`config.mk`:
```
export PLATFORM = sky130hd
export DESIGN_NAME = proc_io_host_flat
export DESIGN_NICKNAME = d
export VERILOG_FILES = /design/src/rtl/proc_io_host_pkg.sv /design/src/rtl/proc_io_host_if.sv /design/src/rtl/proc_io_host_fifo.sv /design/src/rtl/proc_io_host.sv /design/src/flat_wrapper.sv
export SDC_FILE = /design/constraint.sdc
export NUM_CORES = 2
export LEC_CHECK = 0
export BUFFER_PORTS_ARGS = -buffer_cell sky130_fd_sc_hd__buf_4
export CAP_MARGIN = 20
export CORE_UTILIZATION = 45
export CTS_CLUSTER_DIAMETER = 100
export DETAILED_ROUTE_END_ITERATION = 7
export PLACE_DENSITY = 0.63
export SYNTH_ARGS = -nofsm -noshare
export SYNTH_HDL_FRONTEND = slang
export SYNTH_SLANG_ARGS = --single-unit
```
`constraint.sdc`:
```
create_clock -name clk -period 5.61 [get_ports clk]
set_clock_uncertainty 0.1 [all_clocks]
set_input_delay 0.8415 -clock clk [delete_from_list [all_inputs] [get_ports clk]]
set_output_delay 0.8415 -clock clk [all_outputs]
set_load 0.05 [all_outputs]
```
`src/rtl/proc_io_host_pkg.sv`:
```
// proc_io_pkg: default widths, sample types and index helper shared by proc_io_host
package proc_io_pkg;
   localparam int NBIN_DEF = 19;
   localparam int NBOUT_DEF = 28;
   localparam int NUIOIN_DEF = 4;
   localparam int NUIOOU_DEF = 4;
   localparam int FDEPTH_DEF = 8;
   typedef logic signed [NBIN_DEF-1:0] in_smp_t;
   typedef logic signed [NBOUT_DEF-1:0] out_smp_t;
   // Index of the lowest set bit; 0 when no bit is set.
   function automatic int onehot_to_idx(input logic [31:0] v);
      int r;
      r = 0;
      for (int i = 31; i >= 0; i--) if (v[i]) r = i;
      return r;
   endfunction
endpackage

```
`src/rtl/proc_io_host_if.sv`:
```
// proc_io_host_if: host write/read handshakes, processor strobes and error flags
//  master: host/processor side (drives wr_*, req_in, out_en, io_out, rd_ready, clr_err)
//  slave:  proc_io_host side (drives wr_ready, io_in, rd_*, underflow, overflow)
interface proc_io_host_if #(
   parameter int NBIN = proc_io_pkg::NBIN_DEF,
   parameter int NBOUT = proc_io_pkg::NBOUT_DEF,
   parameter int NUIOIN = proc_io_pkg::NUIOIN_DEF,
   parameter int NUIOOU = proc_io_pkg::NUIOOU_DEF
);
   logic wr_valid;
   logic [$clog2(NUIOIN)-1:0] wr_port;
   logic [NBIN-1:0] wr_data;
   logic wr_ready;
   logic [NUIOIN-1:0] req_in;
   logic [NBIN-1:0] io_in;
   logic [NUIOOU-1:0] out_en;
   logic [NBOUT-1:0] io_out;
   logic rd_valid;
   logic [$clog2(NUIOOU)-1:0] rd_port;
   logic [NBOUT-1:0] rd_data;
   logic rd_ready;
   logic [NUIOIN-1:0] underflow;
   logic [NUIOOU-1:0] overflow;
   logic clr_err;
   modport master(
      output wr_valid, wr_port, wr_data, req_in, out_en, io_out, rd_ready, clr_err,
      input wr_ready, io_in, rd_valid, rd_port, rd_data, underflow, overflow
   );
   modport slave(
      input wr_valid, wr_port, wr_data, req_in, out_en, io_out, rd_ready, clr_err,
      output wr_ready, io_in, rd_valid, rd_port, rd_data, underflow, overflow
   );
endinterface

```
`src/rtl/proc_io_host_fifo.sv`:
```
// io_fifo: synchronous show-ahead FIFO
//  push/din: write when not full; pop: read when not empty; head: oldest entry
//  full/empty: flags from the pre-cycle occupancy
module io_fifo #(
   parameter int W = 8,
   parameter int DEPTH = 8
) (
   input logic clk,
   input logic rst,
   input logic push,
   input logic pop,
   input logic [W-1:0] din,
   output logic [W-1:0] head,
   output logic full,
   output logic empty
);
   localparam int AW = $clog2(DEPTH);
   localparam int CW = AW + 1;
   logic [W-1:0] mem [DEPTH];
   logic [AW-1:0] wp, rp;
   logic [CW-1:0] count;
   logic do_push, do_pop;
   assign full = count == CW'(DEPTH);
   assign empty = count == '0;
   // A push on a full FIFO is dropped even if a pop happens in the same cycle.
   assign do_push = push && !full;
   assign do_pop = pop && !empty;
   assign head = mem[rp];
   always_ff @(posedge clk) begin
      if (rst) begin
         wp <= '0;
         rp <= '0;
         count <= '0;
      end else begin
         if (do_push) mem[wp] <= din;
         if (do_push) wp <= wp + 1'b1;
         if (do_pop) rp <= rp + 1'b1;
         count <= count + CW'(do_push) - CW'(do_pop);
      end
   end
endmodule

```
`src/rtl/proc_io_host.sv`:
```
// proc_io_host: buffers host samples for processor input ports, collects processor outputs for the host
//  clk/rst: clock, synchronous active-high reset
//  bus: host write channel, processor req_in/io_in and out_en/io_out, host read channel, sticky flags
module proc_io_host
   import proc_io_pkg::*;
#(
   parameter int NBIN = NBIN_DEF,
   parameter int NBOUT = NBOUT_DEF,
   parameter int NUIOIN = NUIOIN_DEF,
   parameter int NUIOOU = NUIOOU_DEF,
   parameter int FDEPTH = FDEPTH_DEF
) (
   input logic clk,
   input logic rst,
   proc_io_host_if.slave bus
);
   localparam int IPW = $clog2(NUIOIN);
   localparam int OPW = $clog2(NUIOOU);
   logic [NBIN-1:0] ihead [NUIOIN];
   logic [NBIN-1:0] hold [NUIOIN];
   logic [NUIOIN-1:0] iempty, ifull, uf_set;
   logic [NBOUT-1:0] ohead [NUIOOU];
   logic [NUIOOU-1:0] oempty, ofull;
   logic [IPW-1:0] rsel;
   logic [OPW-1:0] rr_ptr, rr_sel, lock_sel, sel, idx;
   logic req_any, lock, acc;
   assign req_any = |bus.req_in;
   assign rsel = IPW'(onehot_to_idx(32'(bus.req_in)));
   for (genvar k = 0; k < NUIOIN; k++) begin : g_in
      io_fifo #(.W(NBIN), .DEPTH(FDEPTH)) u_fifo (
         .clk(clk),
         .rst(rst),
         .push(bus.wr_valid && bus.wr_port == IPW'(k)),
         .pop(req_any && rsel == IPW'(k)),
         .din(bus.wr_data),
         .head(ihead[k]),
         .full(ifull[k]),
         .empty(iempty[k])
      );
   end
   for (genvar k = 0; k < NUIOOU; k++) begin : g_out
      io_fifo #(.W(NBOUT), .DEPTH(FDEPTH)) u_fifo (
         .clk(clk),
         .rst(rst),
         .push(bus.out_en[k]),
         .pop(acc && sel == OPW'(k)),
         .din(bus.io_out),
         .head(ohead[k]),
         .full(ofull[k]),
         .empty(oempty[k])
      );
   end
   assign bus.wr_ready = !ifull[bus.wr_port];
   // An empty port replays the last sample it delivered.
   assign bus.io_in = !req_any ? '0 : iempty[rsel] ? hold[rsel] : ihead[rsel];
   assign uf_set = {NUIOIN{req_any && iempty[rsel]}} & (NUIOIN'(1) << rsel);
   // First non-empty output FIFO at or after rr_ptr; descending scan lets the nearest win.
   always_comb begin
      rr_sel = rr_ptr;
      idx = rr_ptr;
      for (int i = NUIOOU - 1; i >= 0; i--) begin
         idx = OPW'((int'(rr_ptr) + i) % NUIOOU);
         if (!oempty[idx]) rr_sel = idx;
      end
   end
   // Once offered, the choice is frozen until the host accepts it.
   assign sel = lock ? lock_sel : rr_sel;
   assign bus.rd_valid = |(~oempty);
   assign acc = bus.rd_valid && bus.rd_ready;
   assign bus.rd_port = sel;
   assign bus.rd_data = bus.rd_valid ? ohead[sel] : '0;
   always_ff @(posedge clk) begin
      if (rst) begin
         rr_ptr <= '0;
         lock <= 1'b0;
         lock_sel <= '0;
         bus.underflow <= '0;
         bus.overflow <= '0;
         for (int i = 0; i < NUIOIN; i++) hold[i] <= '0;
      end else begin
         if (req_any && !iempty[rsel]) hold[rsel] <= ihead[rsel];
         bus.underflow <= (bus.underflow & ~{NUIOIN{bus.clr_err}}) | uf_set;
         bus.overflow <= (bus.overflow & ~{NUIOOU{bus.clr_err}}) | (bus.out_en & ofull);
         if (acc) begin
            rr_ptr <= OPW'((int'(sel) + 1) % NUIOOU);
            lock <= 1'b0;
         end else if (bus.rd_valid) begin
            lock <= 1'b1;
            lock_sel <= sel;
         end
      end
   end
endmodule

```
`src/flat_wrapper.sv`:
```
// flat-port wrapper written by rule: the top's interface ports become plain ports
module proc_io_host_flat import proc_io_pkg::*;
#(
   parameter int NBIN = NBIN_DEF,
   parameter int NBOUT = NBOUT_DEF,
   parameter int NUIOIN = NUIOIN_DEF,
   parameter int NUIOOU = NUIOOU_DEF,
   parameter int FDEPTH = FDEPTH_DEF
)
  (clk, rst, bus_wr_valid, bus_wr_port, bus_wr_data, bus_req_in, bus_out_en, bus_io_out, bus_rd_ready, bus_clr_err, bus_wr_ready, bus_io_in, bus_rd_valid, bus_rd_port, bus_rd_data, bus_underflow, bus_overflow);
  proc_io_host_if #(.NBIN(NBIN), .NBOUT(NBOUT), .NUIOIN(NUIOIN), .NUIOOU(NUIOOU)) bus_i ();
  input logic clk;
  input logic rst;
  input wire logic [$bits(bus_i.wr_valid)-1:0] bus_wr_valid;
  input wire logic [$bits(bus_i.wr_port)-1:0] bus_wr_port;
  input wire logic [$bits(bus_i.wr_data)-1:0] bus_wr_data;
  input wire logic [$bits(bus_i.req_in)-1:0] bus_req_in;
  input wire logic [$bits(bus_i.out_en)-1:0] bus_out_en;
  input wire logic [$bits(bus_i.io_out)-1:0] bus_io_out;
  input wire logic [$bits(bus_i.rd_ready)-1:0] bus_rd_ready;
  input wire logic [$bits(bus_i.clr_err)-1:0] bus_clr_err;
  output wire logic [$bits(bus_i.wr_ready)-1:0] bus_wr_ready;
  output wire logic [$bits(bus_i.io_in)-1:0] bus_io_in;
  output wire logic [$bits(bus_i.rd_valid)-1:0] bus_rd_valid;
  output wire logic [$bits(bus_i.rd_port)-1:0] bus_rd_port;
  output wire logic [$bits(bus_i.rd_data)-1:0] bus_rd_data;
  output wire logic [$bits(bus_i.underflow)-1:0] bus_underflow;
  output wire logic [$bits(bus_i.overflow)-1:0] bus_overflow;
  assign bus_i.wr_valid = bus_wr_valid;
  assign bus_i.wr_port = bus_wr_port;
  assign bus_i.wr_data = bus_wr_data;
  assign bus_i.req_in = bus_req_in;
  assign bus_i.out_en = bus_out_en;
  assign bus_i.io_out = bus_io_out;
  assign bus_i.rd_ready = bus_rd_ready;
  assign bus_i.clr_err = bus_clr_err;
  assign bus_wr_ready = bus_i.wr_ready;
  assign bus_io_in = bus_i.io_in;
  assign bus_rd_valid = bus_i.rd_valid;
  assign bus_rd_port = bus_i.rd_port;
  assign bus_rd_data = bus_i.rd_data;
  assign bus_underflow = bus_i.underflow;
  assign bus_overflow = bus_i.overflow;
  proc_io_host #(.NBIN(NBIN), .NBOUT(NBOUT), .NUIOIN(NUIOIN), .NUIOOU(NUIOOU), .FDEPTH(FDEPTH)) u_core (.clk(clk), .rst(rst), .bus(bus_i));
endmodule
```
Word-level counts from Yosys, hierarchy flattened
Memories as Yosys holds them, arrays and structs flattened. A register that Yosys moved wholly into a read port is not among the register bits.
Index checks and enable logic that the tools add are counted.
{"block": "word_totals", "reg_bits": 93, "ram_bits": 1580, "in_bits": 62, "out_inout_bits": 59, "elab_cells": 254, "n_memories": 9}
{"block": "op_classes", "addsub": 36, "magnitude_cmp": 8, "eq_ne": 17, "shift": 1, "mux": 78, "n_bitwise": 11, "reduce_logical": 65}
{"name": "u_core.g_out[0].u_fifo.mem", "words": 8, "width": 28, "read_ports": 1, "rd_ports_with_merged_regs": 1, "write_ports": 1, "line": "proc_io_host_fifo.sv:19", "source": "logic [W-1:0] mem [DEPTH];"}
{"name": "u_core.g_out[1].u_fifo.mem", "words": 8, "width": 28, "read_ports": 1, "rd_ports_with_merged_regs": 1, "write_ports": 1, "line": "proc_io_host_fifo.sv:19"}
{"name": "u_core.g_out[2].u_fifo.mem", "words": 8, "width": 28, "read_ports": 1, "rd_ports_with_merged_regs": 1, "write_ports": 1, "line": "proc_io_host_fifo.sv:19"}
{"name": "u_core.g_out[3].u_fifo.mem", "words": 8, "width": 28, "read_ports": 1, "rd_ports_with_merged_regs": 1, "write_ports": 1, "line": "proc_io_host_fifo.sv:19"}
{"name": "u_core.g_in[0].u_fifo.mem", "words": 8, "width": 19, "read_ports": 1, "rd_ports_with_merged_regs": 1, "write_ports": 1, "line": "proc_io_host_fifo.sv:19"}
{"name": "u_core.g_in[1].u_fifo.mem", "words": 8, "width": 19, "read_ports": 1, "rd_ports_with_merged_regs": 1, "write_ports": 1, "line": "proc_io_host_fifo.sv:19"}
{"name": "3 more memories"}
{"op": "$mux 19", "n": 5}
{"op": "$mux 28", "n": 3}
{"op": "$bmux 28 s2", "n": 1}
{"op": "$add 3x1->3 const B", "n": 16}
{"op": "$mux 3", "n": 16}
{"op": "$bmux 19 s2", "n": 1}
{"op": "$mux 1", "n": 36}
{"op": "$add 4x1->4", "n": 8}
{"op": "$eq 4x4->1 const B", "n": 8}
{"op": "$logic_not 4->1", "n": 8}
{"op": "$sub 4x1->4", "n": 8}
{"op": "$logic_and 1x1->1", "n": 31}
{"op": "$mux 2", "n": 10}
{"op": "$reduce_or 19->1", "n": 1}
{"op": "$logic_not 1->1", "n": 18}
{"op": "$lt 2x3->1 const B", "n": 6}
{"op": "$and 4x4->4", "n": 4}
{"op": "$bmux 1 s2", "n": 6}
{"op": "$eq 2x2->1 const B", "n": 6}
{"op": "$not 4->4", "n": 2}
{"op": "$or 4x4->4", "n": 2}
{"op": "$reduce_or 4->1", "n": 2}
{"op": "$eq 2x1->1 const B", "n": 3}
{"op": "$ge 3x3->1 const B", "n": 2}
{"op": "other kinds (8)", "n": 13}

Depth between registers and ports, before layout
{"block": "logic_depth", "word_depth": 13, "depth_mapped": 14}

By module
Synthesis repeated with hierarchy kept, for this count alone.
{"block": "unflattened", "hier_cells": 3345, "hier_area_um2": 68081.5}
{"mod": "io_fifo at u_core.g_out[0].u_fifo ...", "n_inst": 4, "cells_per_inst": 402, "area_per_inst_um2": 9138.8}
{"mod": "io_fifo at u_core.g_in[0].u_fifo ...", "n_inst": 4, "cells_per_inst": 298, "area_per_inst_um2": 6537.5}
{"mod": "proc_io_host", "n_inst": 1, "cells_per_inst": 545, "area_per_inst_um2": 5376.4}

Worst setup path after synthesis
Ideal clock, no wire load.
{"block": "synth_timing", "kind": "input-to-output", "startpoint": "input port bus_req_in[0]", "endpoint": "output port bus_io_in[10]", "arrival_ns": 3.267, "t_required_ns": 4.669, "path_slack_ns": 1.401, "path_stages": 7, "path_cell_list": "clkbuf_1 nor4b_1 clkbuf_1 clkbuf_1 a222oi_1 a21boi_0 o21ai_0"}
{"block": "synth_via", "elab_chain_len": 7, "elab_cells_between_ends": 11}
{"item": "start: declaration", "line": "flat_wrapper.sv:17", "source": "input wire logic [$bits(bus_i.req_in)-1:0] bus_req_in;"}
{"item": "$mux 2", "line": "proc_io_host_pkg.sv:14", "source": "for (int i = 31; i >= 0; i--) if (v[i]) r = i;"}
{"item": "$not 2->3 (not written as such)", "line": "proc_io_host.sv:55", "source": "assign bus.io_in = !req_any ? '0 : iempty[rsel] ? hold[rsel] : ihead[rsel];"}
{"item": "$bmux 19 s2", "line": "proc_io_host.sv:55"}
{"item": "$mux 19 (not written as such) (2 in a row)", "line": "proc_io_host.sv:55"}
{"item": "$mux 19", "line": "proc_io_host.sv:55"}
{"item": "$mux 19 *", "line": "proc_io_host.sv:55"}
{"item": "end: declaration", "line": "flat_wrapper.sv:23", "source": "output wire logic [$bits(bus_i.io_in)-1:0] bus_io_in;"}
Mark *: on every way between the ends. The rest lies on a longest branch, timed or not. The select of a mux whose other input is x is not followed.

Final worst setup path
{"block": "layout_timing", "startpoint": "register u_core.g_out[3].u_fifo.count[2]", "endpoint": "output port bus_rd_data[9]"}
{"block": "layout_via", "elab_chain_len": 13, "elab_cells_between_ends": 21}
{"item": "start: declaration", "line": "proc_io_host_fifo.sv:21", "source": "logic [CW-1:0] count;"}
{"item": "start signal: assignment", "line": "proc_io_host_fifo.sv:38", "source": "count <= count + CW'(do_push) - CW'(do_pop);"}
{"item": "$logic_not 4->1 *", "line": "proc_io_host_fifo.sv:24", "source": "assign empty = count == '0;"}
{"item": "$bmux 1 s2", "line": "proc_io_host.sv:63", "source": "if (!oempty[idx]) rr_sel = idx;"}
{"item": "$mux 1 (not written as such)", "line": "proc_io_host.sv:63"}
{"item": "$mux 2 (4 in a row)", "line": "proc_io_host.sv:63"}
{"item": "$mux 2", "line": "proc_io_host.sv:67", "source": "assign sel = lock ? lock_sel : rr_sel;"}
{"item": "$not 2->3 (not written as such)", "line": "proc_io_host.sv:71", "source": "assign bus.rd_data = bus.rd_valid ? ohead[sel] : '0;"}
{"item": "$bmux 28 s2", "line": "proc_io_host.sv:71"}
{"item": "$mux 28 (not written as such) (2 in a row)", "line": "proc_io_host.sv:71"}
{"item": "$mux 28 *", "line": "proc_io_host.sv:71"}
{"item": "end: declaration", "line": "flat_wrapper.sv:26", "source": "output wire logic [$bits(bus_i.rd_data)-1:0] bus_rd_data;"}
Marks and branches as above.

==> metrics.yaml <==
clocking:
  clockBufferDepth: 3
  post_cts_buffers: 0
  cts_max_level: 4
  hold_buffers: 0
  cts_tree: "done"
  cts_sinks: 1697
  cts_resized: 0
  clk_pin_slew_ns: 0.06
  numCtsBuffers: 172
  clockRootBuffer: "clkbuf_16"
  clk_latency_ns: 0.82
synthesis:
  synthesis.area_sq_mm: 0.0665
  yosysWarningCount: 0
  ys_types: 65
  yosysSeqAreaShare: 0.749
  syn_inst: 3294
  synth_area_per_cell_sq_um: 20.2
  synthFlopType: "edfxtp_1"
  synthesis.nets: 3424
  ys_ff_latch: 1697
  synthArstFlopShare: 0
  synth_edf_count: 1580
setup_path:
  rrSetupSlack_ns: 1.66
  cp-end-kind: "output port"
  path_class: "reg -> out"
  arrival_ns: 4.44
  worst_path_max_delay_cell: "a32oi_4"
  worstRegToRegCells: 13
  r2r_start: "u_core.g_out[3].u_fifo.count[2]"
  cp.required_ns: 4.67
  worstSetupStartpointType: "flip-flop"
  critical_path.max_stage_delay_ns: 0.69
  r2r-end: "u_core.g_out[0].u_fifo.count[2]"
  critical_path.cell_chain: "inv_1 -> ha_1 -> or3b_1 -> a221oi_4 -> o21a_4 -> inv_4 -> a32oi_4 -> o211ai_1 -> a21oi_1 -> buf_4"
  path_max_fanout: 31
run:
  maxCapViolations: 0
grt:
  grt_pass1_wl_um: 216000
  grt_pass1_vias: 32000
  grt_max_degree: 81
  antenna_found_initial: 6
  track_usage: 0.200
  overflow: 0
placement:
  gp_congestion: 0.805
  io_buffers: 120
  hpwl_um: 88800
timing:
  max_freq_ghz: 0.186
  timing.hold.ws_ns: 0.256
  tightest_slew_ns: 1.12
  tns_ns: 0
  rsz0062_at_grt: "false"
  finalHoldViolCount: 0
  setup_viol: 0
  fin_crit_ns: 5.38
  final-max-slew-violation-count: 0
  maxSlewHeadroom: 0.254
  min_period_over_period: 0.959
hold_path:
  min_from: "bus_out_en[0]"
  holdPathStages: 3
  holdPathEnd: "u_core.bus.overflow[0]"
  hp-class: "in -> reg"
drt:
  ant_nets: 0
  drt-initial-drc-count: 3335
  wl_per_cell_um: 26.5
  vias: 31900
  wl_um: 148000
  drt_first_pass_iters: 7
  post-route-drc-count: 0
  viasPerCell: 5.72
final_layout:
  drive_above_1_share: 0.269
  n_antenna_cell: 0
  nets: 3654
  final_common_cell: "edfxtp_1"
  syn2layout_area_growth_pct: 14.5
  final_cell_mix: "edfxtp_1 (1580), mux4_2 (377), buf_4 (202)"
die:
  initial_core_util: 0.455
  core-area_sq_mm: 0.146
  die_w_um: 386
  fp.dieH_um: 386
  num_rows: 140
  io_pins: 121
  dieArea_sq_mm: 0.149
pwr:
  leakage_nw: 23.7
  p_per_area_mw_per_mm2: 443
  ir_drop_v: 0.000390
status:
  status: "completed"
-- layer usage --
metal  GRT usage  wire [um]  part of all wire
met1       0.278      63400              0.43
met2       0.324      72500              0.49
met3      0.0416       9480             0.064
met4      0.0447       2510             0.017
met5           0         27           0.00018
-- worst max-delay path by stage --
stage | startpoint | end | depth (start not counted)
3_3_place_gp | u_core.g_out[3].u_fifo.count[2] | bus_rd_data[9] | 10
2_1_floorplan | bus_req_in[0] | bus_io_in[10] | 7
6_report | u_core.g_out[3].u_fifo.count[2] | bus_rd_data[9] | 10
3_5_place_dp | u_core.g_out[3].u_fifo.count[2] | bus_rd_data[9] | 10
5_1_grt | u_core.g_out[3].u_fifo.count[2] | bus_rd_data[12] | 10
4_1_cts | u_core.g_out[3].u_fifo.count[2] | bus_rd_data[9] | 10
-- where the power goes --
part / total, mW / internal (mW) / switching (mW)
Combinational: 7.58 / 2.67 / 4.91
Clock: 11.3 / 6.49 / 4.85
Sequential: 14.8 / 14.4 / 0.474
Total: 33.8 / 23.5 / 10.2
-- cells in the mapped netlist (2+ instances only) --
cell type / number / area share
nor4_1: 4 / 0.00038
nor3b_1: 6 / 0.00068
nand2b_1: 22 / 0.0021
nand2_1: 49 / 0.0028
a21oi_1: 54 / 0.0041
ha_1: 60 / 0.011
dfxtp_1: 117 / 0.035
nand4_1: 3 / 0.00028
o211ai_1: 29 / 0.0033
o22ai_1: 38 / 0.0036
nand3b_1: 4 / 0.00045
xnor2_1: 22 / 0.0029
or3b_1: 2 / 0.00026
buf_2: 34 / 0.0026
nor4b_1: 8 / 0.0011
mux2i_1: 175 / 0.026
nand3_1: 10 / 0.00075
fa_1: 8 / 0.0024
xor2_1: 25 / 0.0033
or2_2: 5 / 0.00047
a211oi_1: 5 / 0.00056
o21ai_0: 69 / 0.0052
mux4_2: 377 / 0.13
or3_1: 8 / 0.00075
and2_1: 5 / 0.00047
nor2b_1: 14 / 0.0013
and3_1: 3 / 0.00028
a21o_1: 9 / 0.0010
a21boi_0: 19 / 0.0021
a222oi_1: 19 / 0.0029
a32oi_1: 4 / 0.00053
buf_1: 23 / 0.0013
mux2_1: 7 / 0.0012
nor2_1: 222 / 0.013
buf_6: 4 / 0.00068
edfxtp_1: 1580 / 0.71
inv_1: 50 / 0.0028
nor3_1: 19 / 0.0014
mux2_2: 51 / 0.0086
clkbuf_1: 106 / 0.0060
-- critical path, delay by kind of cell (launching register included) --
kind            cells  cell delay, ns
compound gates      5            2.16
fa+ha+maj           1            0.18
buf+inv             3            0.49
flops               1            0.29
simple gates        1            0.50
-- layout make-up --
class / count / area [sq um]
inverters: 51 / 194
clock buffers: 221 / 4560
well taps: 1917 / 2400
fillers: 11400 / 70000
multi-input cells: 1379 / 16100
flip-flops and latches: 1697 / 49800
repair buffers: 223 / 1930
clock inverters: 88 / 1080
-- cell families after synthesis --
kind of cell	Yosys count	share of synthesized area
XOR/XNOR	47	0.00619
multiplexers	610	0.164
flip-flops	1697	0.749
adder cells (fa/ha/maj)	68	0.0137
AO/OA/AOI/OAI	261	0.0262
AND/OR/NAND/NOR	393	0.0275
buffers and inverters	218	0.0134
-- metrics by stage --
stage / power, mW / cells / util / setup WS [ns] / area (sq um)
final: 33.8 / 5576 / 0.521 / 0.227 / 76100
after global routing: 34.9 / 5576 / 0.521 / 0.0876 / 76100
after CTS: 34.0 / 5561 / 0.519 / 0.282 / 75800
after detailed placement: 22.7 / 5252 / 0.480 / 1.15 / 70200
after global placement: 22.6 / 5251 / 0.480 / 1.20 / 70200
after floorplan: 20.0 / 3294 / - / 1.40 / 66500
-- registers in the layout, summed over array words and instances, names as in the netlist, 12 cells and up, named ones only --
signal,flops
u_core.g_in.u_fifo.rp,12
u_core.g_out.u_fifo.count,16
u_core.hold,76
u_core.g_in.u_fifo.mem,608
u_core.g_in.u_fifo.count,16
u_core.g_out.u_fifo.rp,12
u_core.g_out.u_fifo.wp,12
u_core.g_out.u_fifo.mem,896
u_core.g_in.u_fifo.wp,12
(Power assumes the default switching activity.)
